File: config.mk
export PLATFORM = sky130hd
export DESIGN_NAME = prog_clk_div
export DESIGN_NICKNAME = d
export VERILOG_FILES = /design/src/rtl/prog_clk_div_pkg.sv /design/src/rtl/prog_clk_div_ch.sv /design/src/rtl/prog_clk_div.sv
export SDC_FILE = /design/constraint.sdc
export NUM_CORES = 1
export LEC_CHECK = 0
export CORE_MARGIN = 2
export CORE_UTILIZATION = 35
export CTS_CLUSTER_DIAMETER = 100
export DETAILED_ROUTE_END_ITERATION = 10
export GPL_ROUTABILITY_DRIVEN = 0
export GPL_TIMING_DRIVEN = 0
export PLACE_DENSITY = 0.49
export SKIP_LAST_GASP = 1
export SLEW_MARGIN = 25
export SYNTH_ARGS = -nofsm -noshare
export SYNTH_HDL_FRONTEND = slang
export SYNTH_SLANG_ARGS = --single-unit
File: constraint.sdc
create_clock -name clock_in -period 6.1 [get_ports clock_in]
set_input_delay 1.83 -clock clock_in [delete_from_list [all_inputs] [get_ports clock_in]]
set_output_delay 1.83 -clock clock_in [all_outputs]
set_load 0.01 [all_outputs]
File: src/rtl/prog_clk_div_pkg.sv
// Shared definitions for the programmable clock divider / PWM block:
// default geometry, the counter type and config validation helpers.
package prog_clk_div_pkg;

  localparam int W_DEF       = 27;
  localparam int DEF_DIV_DEF = 555555;

  typedef logic [W_DEF-1:0] cnt_t;

  // A period shorter than two cycles cannot hold both a high and a low phase.
  function automatic logic div_valid(input logic [63:0] div);
    return div >= 64'd2;
  endfunction

  // High time longer than the period saturates to a constant-high output.
  function automatic logic [63:0] clamp_high(input logic [63:0] div,
                                             input logic [63:0] high);
    return (high > div) ? div : high;
  endfunction

endpackage

File: src/rtl/prog_clk_div_ch.sv
// One divider/PWM channel: period counter, active and shadow configuration,
// and the pending flag that defers a new configuration to a period boundary.
// Optional phase alignment input is present when PROG_CLK_DIV_SYNC_EN is defined.
module prog_clk_div_ch
  import prog_clk_div_pkg::*;
#(
  parameter int W        = W_DEF,
  parameter int DEF_DIV  = DEF_DIV_DEF,
  parameter int DEF_HIGH = DEF_DIV / 2
) (
  input  logic         clock_in,
  input  logic         reset_n,
  input  logic         en,
`ifdef PROG_CLK_DIV_SYNC_EN
  input  logic         sync_all,
`endif
  input  logic         wr,
  input  logic [W-1:0] wr_div,
  input  logic [W-1:0] wr_high,
  output logic         clk_out,
  output logic         tick
);

  localparam logic [W-1:0] ONE      = W'(1);
  localparam logic [W-1:0] DIV_RST  = W'(DEF_DIV);
  localparam logic [W-1:0] HIGH_RST = W'(DEF_HIGH);

  logic [W-1:0] cnt;
  logic [W-1:0] div_a;
  logic [W-1:0] high_a;
  logic [W-1:0] div_s;
  logic [W-1:0] high_s;
  logic         pend;
  logic         boundary;
  logic         apply;

  // Period end (or forced alignment) and when the shadow may be promoted.
  always_comb begin
`ifdef PROG_CLK_DIV_SYNC_EN
    boundary = en && (sync_all || (cnt >= div_a - ONE));
`else
    boundary = en && (cnt >= div_a - ONE);
`endif
    apply = pend && (boundary || !en);
  end

  // Counter, period-start tick and registered waveform output.
  always_ff @(posedge clock_in or negedge reset_n) begin
    if (!reset_n) begin
      cnt     <= '0;
      tick    <= 1'b0;
      clk_out <= 1'b0;
    end else begin
      if (!en || boundary) cnt <= '0;
      else                 cnt <= cnt + ONE;
      tick    <= boundary;
      clk_out <= en && (cnt < high_a);
    end
  end

  // Active configuration only changes between periods.
  always_ff @(posedge clock_in or negedge reset_n) begin
    if (!reset_n) begin
      div_a  <= DIV_RST;
      high_a <= HIGH_RST;
    end else if (apply) begin
      div_a  <= div_s;
      high_a <= high_s;
    end
  end

  // Shadow capture; a write in the same cycle as a promotion keeps pend set.
  always_ff @(posedge clock_in or negedge reset_n) begin
    if (!reset_n) begin
      div_s  <= DIV_RST;
      high_s <= HIGH_RST;
      pend   <= 1'b0;
    end else if (wr) begin
      div_s  <= wr_div;
      high_s <= wr_high;
      pend   <= 1'b1;
    end else if (apply) begin
      pend   <= 1'b0;
    end
  end

endmodule

File: src/rtl/prog_clk_div.sv
// Multi-channel programmable clock divider / PWM generator.
// Decodes and validates config writes, returns ack/err, and instantiates
// CH independent channels. Define PROG_CLK_DIV_SYNC_EN to add the sync_all
// phase-alignment input.
module prog_clk_div
  import prog_clk_div_pkg::*;
#(
  parameter int CH       = 2,
  parameter int W        = W_DEF,
  parameter int DEF_DIV  = DEF_DIV_DEF,
  parameter int DEF_HIGH = DEF_DIV / 2,
  localparam int CHW     = (CH > 1) ? $clog2(CH) : 1
) (
  input  logic           clock_in,
  input  logic           reset_n,
  input  logic [CH-1:0]  en,
`ifdef PROG_CLK_DIV_SYNC_EN
  input  logic           sync_all,
`endif
  input  logic           cfg_wr,
  input  logic [CHW-1:0] cfg_ch,
  input  logic [W-1:0]   cfg_div,
  input  logic [W-1:0]   cfg_high,
  output logic           cfg_ack,
  output logic           cfg_err,
  output logic [CH-1:0]  clk_out,
  output logic [CH-1:0]  tick
);

  logic          wr_ok;
  logic [W-1:0]  high_clamped;
  logic [CH-1:0] ch_wr;

  // Validate the write and steer it to exactly one channel.
  always_comb begin
    wr_ok        = cfg_wr && (int'(cfg_ch) < CH) && div_valid(64'(cfg_div));
    high_clamped = W'(clamp_high(64'(cfg_div), 64'(cfg_high)));
    ch_wr        = '0;
    for (int i = 0; i < CH; i++) begin
      ch_wr[i] = wr_ok && (int'(cfg_ch) == i);
    end
  end

  // One-cycle accept/reject response to every write strobe.
  always_ff @(posedge clock_in or negedge reset_n) begin
    if (!reset_n) begin
      cfg_ack <= 1'b0;
      cfg_err <= 1'b0;
    end else begin
      cfg_ack <= wr_ok;
      cfg_err <= cfg_wr && !wr_ok;
    end
  end

  for (genvar g = 0; g < CH; g++) begin : g_ch
    prog_clk_div_ch #(
      .W        (W),
      .DEF_DIV  (DEF_DIV),
      .DEF_HIGH (DEF_HIGH)
    ) u_ch (
      .clock_in (clock_in),
      .reset_n  (reset_n),
      .en       (en[g]),
`ifdef PROG_CLK_DIV_SYNC_EN
      .sync_all (sync_all),
`endif
      .wr       (ch_wr[g]),
      .wr_div   (cfg_div),
      .wr_high  (high_clamped),
      .clk_out  (clk_out[g]),
      .tick     (tick[g])
    );
  end

endmodule
==> key figures, run 1 <==
Clock network
  – # resized after CTS: 0
  – CTS tree: built
  – Clk root buf: clkbuf_16
  – TritonCTS buffer count: 34
  – H-tree levels: 2
  – Clk sinks: around 280
  – Post-CTS Hold Buffers: 0
  – Clock Latency Late Sink: about 0.52 ns
  – Maximum root-to-sink buffer count: 3
  – Postcts setup bufs: 0
  – Clock transition at path regs: ~0.060 ns

Timing
  – Slew margin rel.: 0.390
  – Unrepaired setup endpoints after global routing: no
  – Fin crit period: 5.77 ns
  – Final number of hold-violating endpoints: 0
  – Maximum clock rate: 173 MHz
  – Post-route worst setup slack: approximately 0.33 ns
  – Worst-Margin Slew: 0.908 ns
  – Pins Over Slew Limit: 0
  – Setup TNS: 0 ns
  – Final setup vio count: 0
  – Min Hold Slack: between 0.4 and 0.5 ns
  – Clk_skew: about 0.014 ns
  – Final worst path period share: 0.946

Logic synthesis
  – Flops & latches, synth: approximately 280
  – Syn. warnings: 0
  – Cell variety after synth: between 50 and 60
  – Ys async rst share: 1.00
  – Netlist Area Pre-Place: roughly 16000 um2
  – Main area contributors after synthesis: dfrtp_1 (32%), dfstp_2 (11%), ha_1 (11%)
  – Dominant cell type by area after synthesis: dfrtp_1
  – Seq/Total Area, Yosys: 0.434
  – Mean Syn Cell Area: between 10 and 15 um2
  – Synthesized Nets: ~1800
  – Number of flops mapped to enable cells by yosys: 0
  – Post-synth top flop: dfrtp_1
  – Cells after synthesis: 1621
  – Synth top area share: 0.324

Die
  – Die Y: around 220 um
  – Std-Cell Rows: 78
  – Die area: 48100 um2
  – Ports: 66
  – Die width: about 220 um
  – Initial Util: 0.356
  – Core Area: between 40000 and 50000 um2

Power
  – Internal power: between 4 and 5 mW
  – Peak VDD IR: around 0.15 mV
  – Sw Share: 0.282
  – Comb power frac: 0.200
  – Net switching power: 1.69 mW
  – Sequential cell fraction of total power: 0.418
  – Pwr Density: about 310 nW/um2
  – Clock power share: 0.382
  – Final Power: 6.00 mW
  – Leakage power: roughly 8.2 nW

Global route
  – GRT Total Usage: 0.191
  – Global-route wire length before repair: just over 70000 um
  – Total gr overflow: 0
  – Vias in the first global route: between 10000 and 15000
  – Pin count of the biggest net entering global routing: between 90 and 100
  – Initial antenna violation count: 0

Route
  – DRT Wirelength: ~45000 um
  – Post-DRT Antenna Nets: 0
  – First-pass DRT Iterations: 5
  – Via/cell ratio: ~5.4
  – DRC: 0
  – Vias: about 13000
  – WL/cell: around 19 um
  – Starting DRT DRC Count: just under 900

Setup path
  – Critical Path Sink Type: flop
  – Worst path arrival time: slightly above 6 ns
  – CP startpoint kind: primary input
  – Worst Setup Path Type: primary input to flop
  – Crit path required time: around 6.5 ns
  – CP Max Fanout: 10

Layout
  – Final core utilization: 0.418
  – ANT cells: 0
  – Cell Count, Final, Fillers Out: about 2400
  – Fill cell total of the finished layout: roughly 4400
  – Final instance area: between 15000 and 20000 um2
  – Share of post-route cells with drive strength above 1: 0.150
  – Layout area overhead: 17.3%
  – Fin nets: ~1900

Placed design
  – DP Worst Slack: 0.141 ns
  – Post-placement cell area: about 18000 um2
  – DP HPWL: approximately 35000 um
  – PortBufs: 65
  – Placed cell count: between 2000 and 2500

Run status
  – Outcome: finished clean

Job
  – Max Cap Viol: 0

Min path
  – HP Class: flop to flop
## sequential cells by signal, indices dropped and copies added (netlist names)
register	flops
g_ch.u_ch.high_a	54
g_ch.u_ch.div_s	54
cfg_ack	1
g_ch.u_ch.high_s	54
g_ch.u_ch.cnt	54
g_ch.u_ch.pend	2
g_ch.u_ch.clk_out	2
g_ch.u_ch.tick	2
g_ch.u_ch.div_a	54
cfg_err	1
## routing by layer
layer | track usage | part of all wire | routed length (um) | up-vias
met5 | 0 | 0 | 0 | -
met4 | 0.0457 | 0.017 | 778 | 0
met3 | 0.0434 | 0.073 | 3260 | 53
met2 | 0.281 | 0.42 | 19000 | 342
met1 | 0.281 | 0.49 | 21900 | 6175
li1 | - | - | - | 6123
## layout by cell type, fill, tap and decap left out, types with 56 or more instances in the layout
cell type	instances
a211oi_1	64
clkdlybuf4s50_1	64
mux2_2	108
clkbuf_1	83
ha_1	137
nor2_1	102
o211ai_1	111
dfstp_2	68
xnor2_1	56
nand2_1	209
dfrtp_1	210
inv_1	91
## Yosys cell counts (4+ instances only)
cell type,n
xor2_1,43
mux2_2,108
a211oi_1,64
or3_1,6
and4_1,6
nand2b_1,6
xnor2_1,56
dfstp_2,68
dfrtp_1,210
and3_1,9
inv_1,91
nand3b_1,4
nand3_1,32
buf_2,6
o21ai_0,19
buf_4,4
a21o_1,21
nand2_1,209
or4_1,6
nor2b_1,13
buf_1,6
nand4_1,29
clkbuf_1,77
a21oi_1,41
o211ai_1,111
nor2_1,102
ha_1,137
nor4_1,23
nor3_1,18
a41oi_1,54
## power groups by stage
stage               logic [mW]  registers (mW)  clock network [mW]
finish                    1.20            2.51                2.29
global route              1.36            2.56                2.43
CTS                       1.21            2.52                2.36
detailed placement        1.20            2.55                   0
global placement          1.16            2.54                   0
floorplan                0.864            2.43                   0
## path summary, 6_finish.rpt
kind	from	end	slack, ns	depth (start not counted)
worst min-delay path	g_ch[0].u_ch.div_s[5]	g_ch[0].u_ch.div_s[5]	0.46	2
min in group asynchronous	reset_n	g_ch[0].u_ch.div_a[2]	1.21	1
worst min register to register	g_ch[0].u_ch.div_s[5]	g_ch[0].u_ch.div_s[5]	0.46	2
max in group asynchronous	reset_n	g_ch[1].u_ch.div_a[19]	3.63	3
worst max register to register	g_ch[0].u_ch.div_a[3]	g_ch[0].u_ch.cnt[22]	0.46	15
worst max-delay path	cfg_div[26]	g_ch[0].u_ch.high_s[4]	0.33	12
## logic make-up (layout without fill, tap and decap cells)
kind of cell	Yosys count	count (layout)	synth area share
and+or+nand+nor	479	479	0.137
AOI/OAI and AO/OA	336	336	0.151
DFF	278	278	0.434
buffers and inverters	184	315	0.0439
adders and majority gates	137	137	0.106
muxes	108	108	0.0749
xor gates and xnor gates	99	99	0.0534
## critical path, stage by stage
cell and delay, ns:
clkdlybuf4s50_1 0.65, inv_1 0.08, ha_1 0.32, nand4_1 0.21, nor4_2 0.86, and2_1 0.22
buf_1 0.45, a21o_1 0.13, clkbuf_1 0.44, clkbuf_1 0.58, a41oi_1 0.27, o211ai_1 0.16
## area by class of cell
class	count	area, um2	area share
Clock buffer	45	965	0.0507
Inverter	91	342	0.0179
Buffer	93	372	0.0195
Tap cell	600	751	0.0394
Multi-Input combinational cell	1159	8510	0.447
Sequential cell	278	7040	0.370
Clock inverter	16	309	0.0162
Timing Repair Buffer	70	751	0.0394
Power figures use the tool's default switching activity.
==> run 2: changes to the inputs <==
Settings changed: TNS_END_PERCENT from default to 5.
==> results of run 2 <==
Same layout as run 1: the final DEF is identical, and so are final timing and power.
